==> src/rtl/rvfi_seq_check.sv <==
// RVFI retirement checker: per-channel field compare against a spec model, reorder
// window drain with PC-continuity check, and a sticky first-error latch.
module rvfi_seq_check #(
  parameter int XLEN      = 32,
  parameter int NRET      = 2,
  parameter int ORDER_W   = 8,
  parameter int WINDOW    = 4,
  parameter bit ASSERT_EN = 1'b1
) (
  input  logic                    clk,
  input  logic                    resetn,
  input  logic                    enable,
  input  logic [NRET-1:0]         rvfi_valid,
  input  logic [NRET*ORDER_W-1:0] rvfi_order,
  input  logic [NRET*5-1:0]       rvfi_rd,
  input  logic [NRET*XLEN-1:0]    rvfi_pre_pc,
  input  logic [NRET*XLEN-1:0]    rvfi_post_pc,
  input  logic [NRET*XLEN-1:0]    rvfi_post_rd,
  input  logic [NRET-1:0]         rvfi_post_trap,
  input  logic [NRET-1:0]         spec_valid,
  input  logic [NRET*5-1:0]       spec_rd,
  input  logic [NRET*XLEN-1:0]    spec_post_rd,
  input  logic [NRET*XLEN-1:0]    spec_post_pc,
  input  logic [NRET-1:0]         spec_post_trap,
  output logic                    err,
  output logic [2:0]              err_code,
  output logic [1:0]              err_chan,
  output logic [ORDER_W-1:0]      err_order,
  output logic [ORDER_W-1:0]      next_order,
  output logic [31:0]             checked_count
);

  localparam int SW = (WINDOW > 1) ? $clog2(WINDOW) : 1;

  function automatic logic [SW-1:0] slot_of(input logic [ORDER_W-1:0] o);
    logic [ORDER_W-1:0] m;
    m = o & ORDER_W'(WINDOW - 1);
    return SW'(m);
  endfunction

  logic [WINDOW-1:0]  r_slot_vld;
  logic [XLEN-1:0]    r_slot_pre  [WINDOW];
  logic [XLEN-1:0]    r_slot_post [WINDOW];
  logic [ORDER_W-1:0] r_slot_ord  [WINDOW];
  logic [ORDER_W-1:0] r_next_order;
  logic [XLEN-1:0]    r_last_post_pc;
  logic               r_have_prev;
  logic               r_err;
  logic [2:0]         r_err_code;
  logic [1:0]         r_err_chan;
  logic [ORDER_W-1:0] r_err_order;
  logic [31:0]        r_checked;

  logic [ORDER_W-1:0] w_ord  [NRET];
  logic [ORDER_W-1:0] w_dist [NRET];
  logic [NRET-1:0]    w_cap, w_c1, w_c2, w_c3, w_c4, w_c6, w_wr;
  logic               w_cap_err;
  logic [2:0]         w_cap_code;
  logic [1:0]         w_cap_chan;
  logic [ORDER_W-1:0] w_cap_order;

  always_comb begin
    w_cap = '0; w_c1 = '0; w_c2 = '0; w_c3 = '0; w_c4 = '0; w_c6 = '0; w_wr = '0;
    w_cap_err = 1'b0; w_cap_code = '0; w_cap_chan = '0; w_cap_order = '0;
    for (int k = 0; k < NRET; k++) begin
      w_ord[k]  = rvfi_order[k*ORDER_W +: ORDER_W];
      w_dist[k] = w_ord[k] - r_next_order;
      w_cap[k]  = enable & rvfi_valid[k];
    end
    for (int k = 0; k < NRET; k++) begin
      w_c1[k] = w_cap[k] && spec_valid[k] && !spec_post_trap[k] &&
                ((rvfi_rd[k*5 +: 5] != spec_rd[k*5 +: 5]) ||
                 (rvfi_post_rd[k*XLEN +: XLEN] != spec_post_rd[k*XLEN +: XLEN]) ||
                 (rvfi_post_pc[k*XLEN +: XLEN] != spec_post_pc[k*XLEN +: XLEN]));
      w_c2[k] = w_cap[k] && spec_valid[k] && (spec_post_trap[k] != rvfi_post_trap[k]);
      w_c3[k] = w_cap[k] && (w_dist[k] >= ORDER_W'(WINDOW));
      for (int j = 0; j < NRET; j++) begin
        if (j != k && w_cap[k] && w_cap[j] && w_ord[j] == w_ord[k]) w_c6[k] = 1'b1;
      end
      w_c4[k] = w_cap[k] && !w_c3[k] && !w_c6[k] && r_slot_vld[slot_of(w_ord[k])];
      w_wr[k] = w_cap[k] && !w_c3[k] && !w_c6[k] && !w_c4[k];
    end
    // Walk from the highest channel down so the lowest erroring channel wins.
    for (int k = NRET - 1; k >= 0; k--) begin
      if (w_c1[k] || w_c2[k] || w_c3[k] || w_c4[k] || w_c6[k]) begin
        w_cap_err   = 1'b1;
        w_cap_chan  = 2'(k);
        w_cap_order = w_ord[k];
        if (w_c1[k])      w_cap_code = 3'd1;
        else if (w_c2[k]) w_cap_code = 3'd2;
        else if (w_c3[k]) w_cap_code = 3'd3;
        else if (w_c4[k]) w_cap_code = 3'd4;
        else              w_cap_code = 3'd6;
      end
    end
  end

  logic [WINDOW-1:0]  w_drain_mask;
  logic [ORDER_W-1:0] w_ndrain;
  logic [XLEN-1:0]    w_prev_pc;
  logic               w_prev_ok;
  logic               w_cont;
  logic               w_d5;
  logic [ORDER_W-1:0] w_d5_order;
  logic [SW-1:0]      w_didx;

  // Drain sees only slot state from the start of the cycle: no same-cycle bypass.
  always_comb begin
    w_drain_mask = '0;
    w_ndrain     = '0;
    w_prev_pc    = r_last_post_pc;
    w_prev_ok    = r_have_prev;
    w_cont       = enable;
    w_d5         = 1'b0;
    w_d5_order   = '0;
    w_didx       = '0;
    for (int i = 0; i < NRET; i++) begin
      w_didx = slot_of(r_next_order + ORDER_W'(i));
      if (w_cont && r_slot_vld[w_didx]) begin
        w_drain_mask[w_didx] = 1'b1;
        if (w_prev_ok && (r_slot_pre[w_didx] != w_prev_pc) && !w_d5) begin
          w_d5       = 1'b1;
          w_d5_order = r_slot_ord[w_didx];
        end
        w_prev_pc = r_slot_post[w_didx];
        w_prev_ok = 1'b1;
        w_ndrain  = w_ndrain + 1'b1;
      end else begin
        w_cont = 1'b0;
      end
    end
  end

  logic [2:0]  w_pop;
  logic [32:0] w_cnt_sum;
  logic        w_err_next;

  always_comb begin
    w_pop = '0;
    for (int k = 0; k < NRET; k++) w_pop = w_pop + 3'(rvfi_valid[k] & spec_valid[k]);
    w_cnt_sum  = {1'b0, r_checked} + 33'(w_pop);
    w_err_next = w_cap_err | w_d5;
  end

  always_ff @(posedge clk or negedge resetn) begin
    if (!resetn) begin
      r_slot_vld     <= '0;
      for (int w = 0; w < WINDOW; w++) begin
        r_slot_pre[w]  <= '0;
        r_slot_post[w] <= '0;
        r_slot_ord[w]  <= '0;
      end
      r_next_order   <= '0;
      r_last_post_pc <= '0;
      r_have_prev    <= 1'b0;
      r_err          <= 1'b0;
      r_err_code     <= '0;
      r_err_chan     <= '0;
      r_err_order    <= '0;
      r_checked      <= '0;
    end else if (enable) begin
      for (int w = 0; w < WINDOW; w++) begin
        if (w_drain_mask[w]) r_slot_vld[w] <= 1'b0;
      end
      for (int k = 0; k < NRET; k++) begin
        if (w_wr[k]) begin
          r_slot_vld[slot_of(w_ord[k])]  <= 1'b1;
          r_slot_pre[slot_of(w_ord[k])]  <= rvfi_pre_pc[k*XLEN +: XLEN];
          r_slot_post[slot_of(w_ord[k])] <= rvfi_post_pc[k*XLEN +: XLEN];
          r_slot_ord[slot_of(w_ord[k])]  <= w_ord[k];
        end
      end
      r_next_order   <= r_next_order + w_ndrain;
      r_last_post_pc <= w_prev_pc;
      r_have_prev    <= w_prev_ok;
      r_checked      <= w_cnt_sum[32] ? 32'hFFFF_FFFF : w_cnt_sum[31:0];
      if (!r_err && w_err_next) begin
        r_err <= 1'b1;
        if (w_cap_err) begin
          r_err_code  <= w_cap_code;
          r_err_chan  <= w_cap_chan;
          r_err_order <= w_cap_order;
        end else begin
          r_err_code  <= 3'd5;
          r_err_chan  <= 2'd0;
          r_err_order <= w_d5_order;
        end
      end
    end
  end

  assign err           = r_err;
  assign err_code      = r_err_code;
  assign err_chan      = r_err_chan;
  assign err_order     = r_err_order;
  assign next_order    = r_next_order;
  assign checked_count = r_checked;

  generate
    if (ASSERT_EN) begin : g_assert
      a_no_err: assert property (@(posedge clk) disable iff (!resetn) !w_err_next);
    end
  endgenerate

endmodule

==> config.mk <==
export PLATFORM = sky130hd
export DESIGN_NAME = rvfi_seq_check
export DESIGN_NICKNAME = d
export VERILOG_FILES = /design/src/rtl/rvfi_seq_check.sv
export SDC_FILE = /design/constraint.sdc
export NUM_CORES = 1
export LEC_CHECK = 0
export ABC_AREA = 1
export BUFFER_PORTS_ARGS = -buffer_cell sky130_fd_sc_hd__buf_2
export CAP_MARGIN = 20
export CELL_PAD_IN_SITES_DETAIL_PLACEMENT = 0
export CELL_PAD_IN_SITES_GLOBAL_PLACEMENT = 1
export CORE_MARGIN = 2
export CORE_UTILIZATION = 40
export CTS_BUF_LIST = sky130_fd_sc_hd__clkbuf_2 sky130_fd_sc_hd__clkbuf_4 sky130_fd_sc_hd__clkbuf_8
export CTS_CLUSTER_SIZE = 14
export DETAILED_ROUTE_END_ITERATION = 8
export PLACE_DENSITY_LB_ADDON = 0.1
export SETUP_SLACK_MARGIN = 0.2
export SLEW_MARGIN = 20
export SYNTH_ARGS = -nofsm -noshare
export SYNTH_HDL_FRONTEND = slang
export SYNTH_SLANG_ARGS = --single-unit
==> constraint.sdc <==
create_clock -name clk -period 13.1 [get_ports clk]
set_input_delay 1.31 -clock clk [delete_from_list [all_inputs] [get_ports clk]]
set_output_delay 1.31 -clock clk [all_outputs]
set_load 0.01 [all_outputs]
### Yosys cells after proc, flatten, opt, wreduce, memory -nomap -nowiden

Cells that the tools add are included.

| cells by class | value |
|---|---|
| add/sub/neg operators | 7 |
| multipliers | 0 |
| div/mod/pow operators | 0 |
| magnitude comparators | 16 |
| equal/unequal tests | 12 |
| shift operators | 0 |
| mux-type cells | 107 |
| bitwise logic cells | 12 |
| reduce and logical (&&, ||, !) cells | 56 |

Operators with widths:

| operator | count |
|---|---|
| two-way mux 128 bit | 6 |
| bitwise mux 128 bit | 4 |
| two-way mux 32 bit | 16 |
| binary-select mux 32 bit (select 2 bit) | 4 |
| inequality test 32 bit | 6 |
| demux 32 bit (select 2 bit) | 2 |
| two-way mux 8 bit | 14 |
| bitwise mux 32 bit | 2 |
| adder 32 x 2 -> 33 bit | 1 |
| logical AND 1 bit | 33 |
| binary-select mux 8 bit (select 2 bit) | 2 |
| demux 8 bit (select 2 bit) | 2 |
| two-way mux 1 bit | 30 |
| two-way mux 3 bit | 9 |
| two-way mux 4 bit | 5 |
| == test 8 bit | 2 |
| greater-or-equal comparator 8 x 3 -> 1 bit (second input constant) | 2 |
| subtractor 8 bit | 2 |
| greater-or-equal comparator 3 bit (second input constant) | 4 |
| logical OR 1 bit | 12 |
| less-than comparator 2 x 3 -> 1 bit (second input constant) | 4 |
| inverter 2 -> 3 bit | 4 |
| bitwise OR 4 bit | 3 |
| zero test 1 bit | 10 |
| other kinds (14) | 31 |

| word-level totals | value |
|---|---|
| bits in registers | 379 |
| latch bits | 0 |
| bits in writable memories | 0 |
| memory bits (read-only) | 0 |
| output and inout bits | 54 |
| memories kept | 0 |

### Logic depth before layout (Yosys ltp)

Gate-level depths: netlist of the first run.

| depth | value |
|---|---|
| depth in word-level cells | 15 |
| gate-level depth with buffers | 27 |
| mapped depth without buffers | 21 |

### Worst setup path before layout of the first run

No wires, ideal clock.

| timing path | value |
|---|---|
| kind | register to register |
| start point | register r_next_order[0], in the netlist next_order[0] |
| end point | register r_next_order[6], in the netlist next_order[6] |
| data arrival time | 5.031 ns |
| required time | 12.976 ns |
| setup slack | 7.945 ns |
| stages on the path, launching flop included | 26 |
| clock period less this slack | 5.155 ns |
| cell sequence | dfrtp_1 buf_4 inv_4 buf_4 buf_2 buf_2 clkbuf_1 clkbuf_1 ha_1 inv_2 clkbuf_1 o21ai_0 a21oi_1 nor2_1 nand2_1 inv_1 buf_2 buf_1 ha_1 ha_1 inv_1 fa_1 or2_2 nor3_1 nand3_1 xor2_1 |

| on the way | value |
|---|---|
| longest elaborated chain between the ends | 7 |
| elaborated cells on any way between the ends | 12 |
| classes of those cells | add/sub: 3; mux: 7; reduce/logical: 2 |

RTL lines:

| element | RTL line | text |
|---|---|---|
| start: declaration | 45 | `logic [ORDER_W-1:0] r_next_order;` |
| start signal: assignment | 173 | `r_next_order <= r_next_order + w_ndrain;` |
| binary-select mux 1 bit (select 2 bit) | 119 | `if (w_cont && r_slot_vld[w_didx]) begin` |
| two-way mux 1 bit (implied by the code) | 119 |  |
| logical AND 1 bit | 119 |  |
| two-way mux 1 bit | 119 |  |
| adder 8 x 1 -> 8 bit / logical AND 1 bit (equally long branches) | 127, 119 |  |
| two-way mux 8 bit | 119 |  |
| adder 8 bit * | 173 |  |

Mark *: on every way between the ends. The rest lies on a longest branch, timed or not. The select of a mux whose other input is x is not followed.
A chain may end at the register's enable or synchronous reset.

### Final worst setup path of the first run

Ends and elaborated chain as after synthesis.

==> results.yml, run 1 <==
cts:
  post_cts_hold_buffer_count: 0
  numCtsBuffers: 77
  cts_tree: "built"
  insertion_delay_ns: 0.70
  cts_resized: 0
  cts.sinks: 378
  path_clk_slew_ns: 0.06
  cts.path.max_buffers: 3
  cts_setup_buffers: 0
  cts.htree.levels: 3
  clockRootBuffer: "clkbuf_8"
place:
  place_congestion: 0.9206
  placed_cells: 5711
  port_buffers: 419
  detailed_place_hpwl_microns: 76140
  dp_slack_ns: 6.952
global_routing:
  grt_pass1_vias: 29200
  grt_antenna_before_repair: 3
  grt_usage: 0.2965
  grt-ovfl-total: 0
  grt_pass1_wl_microns: 175300
  grt_max_degree: 168
final_layout:
  nets: 5229
  final_common_cell: "nand2_1"
  layout_common_cells: "1110 x nand2_1, 630 x o21ai_0, 432 x inv_1"
  syn_to_final_growth_pct: 13.58
  drive_above_1_share: 0.1372
  stdcell_count: 5850
die:
  core_sq_um: 72960
  die_h_microns: 275.3
  die_area_sq_um: 75800
  fp-row-count: 99
  start_util: 0.4036
  chipWidth_microns: 275.3
  ioPinCount: 421
setup_path:
  path_common_cell: "buf_4"
  crit_arrival_ns: 6.70
  start_kind: "flip-flop"
  crit_path_max_fanout: 140
  worst-path-buf-inv: 7
  crit_type: "reg -> reg"
  cp.required_ns: 13.66
  crit_chain: "inv_8, buf_4, ha_2, clkinv_2, o21ai_0, a21oi_1, nor2_1, nand2_1, buf_4, inv_1, buf_4, ha_1, ha_1, inv_1, fa_1, or2_2, nor3_1, nand3_1, xor2_1"
  max_stage_delay_ns: 0.82
  cpMaxStageDelayCell: "buf_4"
  cp-end-kind: "flip-flop"
  path_delay_family: "buffers and inverters"
yosys:
  ys.flop_type: "dfrtp_1"
  yosysSeqAreaShare: 0.3213
  synthTopCellsByArea: "dfrtp_1 32%, nand2_1 14%, o21ai_0 11%, o21ai_1 6.0%, a21oi_1 5.7%"
  synthArstFlopShare: 1.000
  synth_area_per_cell_sq_um: 6.395
  yosys.area.top_type: "dfrtp_1"
  netlist_instances: 4604
  synth_cell_types: 44
  synth_area_sq_um: 29440
  synth_top_area_share: 0.3213
  syn_nets: 5001
  yosysWarningCount: 0
  synth_edf_count: 0
  ys_seq_elements: 378
timing:
  tns_ns: 0
  timing.slew.headroom: 0.2862
  tightestPinTransition_ns: 1.071
  period_needed_ns: 6.143
  rsz0062_at_grt: "no"
  slew_violations: 0
  hold_viol: 0
  max_freq_mhz: 162.8
  setup_ws_ns: 6.957
  setup_viol: 0
  fin_crit_sh: 0.4689
  fin_skew_ns: 0.05457
routing:
  first_pass_iters: 6
  routedWlPerCell_microns: 19.55
  routed-via-count: 31700
  drc: 0
  viasPerCell: 5.418
  wl_microns: 114400
  drt_iter0_drc: 3115
  drtAntennaViolNets: 0
min_path:
  hold_path_class: "reg -> reg"
power:
  p_per_area_nw_per_um2: 165.9
  max-vdd-ir-drop_mv: 0.1283
  power_leakage_uw: 0.01612
run:
  drv_cap: 0
status:
  status: "complete, no violations"
-- final timing paths --
| kind | startpoint | end | slack, ns | cells past startpoint |
|---|---|---|---|---|
| min in group asynchronous | resetn | r_slot_pre[40]$_DFFE_PN0P_ | 0.65 | 1 |
| worst min register to register | err_order[7]$_DFFE_PN0P_ | err_order[7]$_DFFE_PN0P_ | 0.48 | 2 |
| worst min-delay path | err_order[7]$_DFFE_PN0P_ | err_order[7]$_DFFE_PN0P_ | 0.48 | 2 |
| max in group asynchronous | resetn | next_order[0]$_DFFE_PN0P_ | 10.21 | 3 |
| worst max-delay path | next_order[0]$_DFFE_PN0P_ | next_order[6]$_DFFE_PN0P_ | 6.96 | 19 |
| worst max register to register | next_order[0]$_DFFE_PN0P_ | next_order[6]$_DFFE_PN0P_ | 6.96 | 19 |
-- cells in the mapped netlist (all sizes together) (3+ instances only) --
master and n:
or2 31, inv 457, xor2 83, dfrtp 378, ha 26, buf 126
o21ai 983, nand4 34, clkinv 7, nor3b 3, nor3 32, nor4 4
o211ai 73, fa 4, nand3 262, o22ai 24, a22oi 4, a21oi 338
xnor2 76, clkbuf 181, nand3b 31, nand2 1113, nor2 324
-- power breakdown --
| group | internal, uW | total, uW | switching, uW |
|---|---|---|---|
| combinational | 824 | 2500 | 1680 |
| sequential | 1400 | 1660 | 265 |
| clock | 788 | 1380 | 594 |
-- worst register-to-register path: cells and delay by family, from the launching register on --
| kind | cells | cell delay [ns] |
|---|---|---|
| buf+inv | 7 | 2.63 |
| flops | 1 | 0.74 |
| compound gates | 2 | 0.30 |
| xor+xnor | 1 | 0.16 |
| fa+ha+maj | 4 | 1.38 |
| simple gates | 5 | 0.81 |
-- routing by layer --
layer / GRT usage / share of wire / vias to the layer above
li1: - / - / 15600
met2: 0.4801 / 0.46 / 1083
met1: 0.4146 / 0.45 / 14850
met5: 0 / 0.00010 / -
met4: 0.07895 / 0.024 / 2
met3: 0.04115 / 0.063 / 159
-- registers in the layout, summed over array words and instances (netlist names) --
name            count
next_order          8
r_slot_ord         32
r_slot_post       128
r_have_prev         1
r_slot_pre        128
r_last_post_pc     32
err                 1
err_chan            1
r_slot_vld          4
err_code            3
checked_count      32
err_order           8
-- kinds of logic (layout without fill, tap and decap cells) --
group | count (synthesis) | after routing | synth area share
fa+ha+maj | 30 | 30 | 0.01377
xor+xnor | 159 | 159 | 0.04730
flops | 378 | 378 | 0.3213
buf+inv | 771 | 1056 | 0.1069
compound gates | 1429 | 1429 | 0.2510
simple gates | 1836 | 1836 | 0.2596
other cells | 1 | 3 | 0.0001274
-- stage by stage --
stage | total power, uW | util | cell area, sq um | hold slack, ns
floorplan | 3371 | - | 29440 | 0.4225
global placement | 4137 | 0.4349 | 31730 | 0.4339
detailed placement | 4149 | 0.4349 | 31730 | 0.4637
CTS | 5549 | 0.4581 | 33420 | 0.4784
global route | 5955 | 0.4584 | 33440 | 0.5071
finish | 5546 | 0.4584 | 33440 | 0.4771
-- layout make-up --
type                       instances  area [sq um]
fill                            7767         39520
multi-input combinational       3455         16890
sequential                       378          9464
timing repair buffer             456          2426
inverter                         464          1769
clock buffer                     124          1594
tap                              959          1200
clock inverter                    12         96.34
antenna                            2         5.005
(Power assumes the default switching activity.)
==> inputs of run 2 (changes only) <==
==> constraint.sdc (replaced) <==
create_clock -name clk -period 5.7 [get_ports clk]
set_input_delay 0.57 -clock clk [delete_from_list [all_inputs] [get_ports clk]]
set_output_delay 0.57 -clock clk [all_outputs]
set_load 0.01 [all_outputs]
==> run 2 against run 1 <==
- flip-flop and latch count did not move
- count of clock-buffer cells in the layout shrank 9
- global-route usage up 0.43 points
- critical endpoint unchanged
- clock skew down 0.026 ns
- sequential power up 130%
- clock power rose by 120%
- first-iteration DRC count is 7.4% lower
- combinational power is 130% higher
==> results.yml, run 2 (synthesis results as in run 1) <==
cts:
  cts_resized: 0
  path_clk_slew_ns: 0.06
  cts.sinks: 378
  numCtsBuffers: 76
  cts.path.max_buffers: 3
  cts_tree: "built"
  clockRootBuffer: "clkbuf_8"
  cts.htree.levels: 3
  insertion_delay_ns: 0.67
global_routing:
  busiest_layer: "met2"
  grt_usage: 0.3008
  grt_max_degree: 207
  grt_antenna_before_repair: 6
  grt_pass1_vias: 29390
  grt_use_met1: 0.4135
  gr-usage-met3: 0.05881
  grt-ovfl-total: 0
  grt_util_met2: 0.4806
  grt_pass1_wl_microns: 176800
timing:
  hold_viol: 0
  setup_viol: 0
  tns_ns: 0
  slew_violations: 0
  period_needed_ns: 4.218
  fin_crit_sh: 0.7400
  rsz0062_at_grt: "no"
  holdWs_ns: 0.2439
  timing.slew.headroom: 0.3239
  max_freq_mhz: 237.1
  fin_skew_ns: 0.02866
  tightestPinTransition_ns: 1.014
place:
  port_buffers: 419
  detailed_place_hpwl_microns: 77520
  placed_cells: 5726
  place_congestion: 0.9265
min_path:
  hold_path_class: "in -> reg"
power:
  power_leakage_uw: 0.01617
  max-vdd-ir-drop_mv: 0.3439
  p_comb_frac: 0.462
  p_per_area_nw_per_um2: 376.6
  p_int_uw: 6844
  p_sw_frac: 0.4584
  pwr-share-seq: 0.300
  p_sw_uw: 5792
  pwr-share-clk: 0.238
die:
  core_sq_um: 72960
  chipWidth_microns: 275.3
  die_h_microns: 275.3
  fp-row-count: 99
  start_util: 0.4036
  die_area_sq_um: 75800
  ioPinCount: 421
routing:
  first_pass_iters: 9
  drc: 0
  wl_microns: 115000
  drtAntennaViolNets: 0
  routedWlPerCell_microns: 19.65
  routed-via-count: 31730
  viasPerCell: 5.419
  drt_iter0_drc: 2885
setup_path:
  crit_chain: "inv_8, ha_2, buf_4, o21ai_0, a21oi_1, nor2_1, nand2_1, inv_1, ha_1, ha_1, inv_1, fa_1, or2_2, nor3_1, nand3_1, xor2_1"
  crit_path_max_fanout: 88
  cpMaxStageDelayCell: "dfrtp_4"
  max_stage_delay_ns: 0.74
  cp-end-kind: "flip-flop"
  start_kind: "flip-flop"
  crit_type: "reg -> reg"
  crit_arrival_ns: 4.76
  cp.required_ns: 6.25
status:
  status: "complete, no violations"
final_layout:
  final_common_cell: "nand2_1"
  stdcell_count: 5856
  layout_common_cells: "1110 x nand2_1, 630 x o21ai_0, 432 x inv_1"
  fillCellCount: 7819
  drive_above_1_share: 0.1379
  syn_to_final_growth_pct: 13.97
  nets: 5243
  top_regs: "r_slot_post x128, r_slot_pre x128"
run:
  drv_cap: 0
run 2: through the flow:
stage	utilization	instance area (sq um)	setup slack [ns]	total power (uW)
2_1_floorplan	-	29440	0.5454	7747
3_3_place_gp	0.4383	31980	1.523	9549
3_5_place_dp	0.4383	31980	1.511	9573
4_1_cts	0.4598	33550	1.483	12630
5_1_grt	0.4599	33560	1.031	13630
6_report	0.4599	33560	1.482	12640
run 2: final cells by class:
type                       instances  area [sq um]  area share
multi-input combinational       3455         16890      0.5032
sequential                       378          9464      0.2820
timing repair buffer             471          2671     0.07960
inverter                         464          1769     0.05272
clock buffer                     115          1451     0.04325
tap                              959          1200     0.03576
clock inverter                    11         107.6    0.003207
antenna                            3         7.507   0.0002237
run 2: timing repair:
item	in CTS	in global routing
hold endpoints to repair	49	0
buffers inserted	0	0
hold buffers	1	0
run 2: power by group through the flow:
stage | registers (uW) | logic [uW] | clock network (uW)
final | 3790 | 5840 | 3010
after global routing | 3860 | 6590 | 3180
after CTS | 3770 | 5790 | 3070
after detailed placement | 3810 | 5760 | 0
after global placement | 3810 | 5740 | 0
after floorplan | 3600 | 4150 | 0
run 2: worst paths after layout:
path	from	endpoint	slack (ns)	cells past startpoint
hold / removal	rvfi_pre_pc[43]	r_slot_pre[43]$_DFFE_PN0P_	0.24	3
min in group asynchronous	resetn	r_slot_pre[98]$_DFFE_PN0P_	0.43	2
max in group asynchronous	resetn	next_order[7]$_DFFE_PN0P_	4.11	3
hold reg to reg	r_have_prev$_DFFE_PN0P_	r_have_prev$_DFFE_PN0P_	0.45	2
setup / recovery	next_order[0]$_DFFE_PN0P_	next_order[6]$_DFFE_PN0P_	1.48	16
setup reg to reg	next_order[0]$_DFFE_PN0P_	next_order[6]$_DFFE_PN0P_	1.48	16
run 2: critical path: cells and delay by family, from the launching register on:
family	cells	cell delay, ns
AO/OA/AOI/OAI	2	0.30
adder cells (fa/ha/maj)	4	1.27
AND/OR/NAND/NOR	5	0.84
buffers and inverters	4	0.77
flip-flops	1	0.74
XOR/XNOR	1	0.15
run 2: layer usage:
metal / up-vias / share of wire / wire length [microns]
met2: 1091 / 0.45 / 52190
met3: 191 / 0.074 / 8506
li1: 15610 / - / -
met1: 14840 / 0.45 / 51350
met5: - / 0.000096 / 11
met4: 2 / 0.026 / 2985
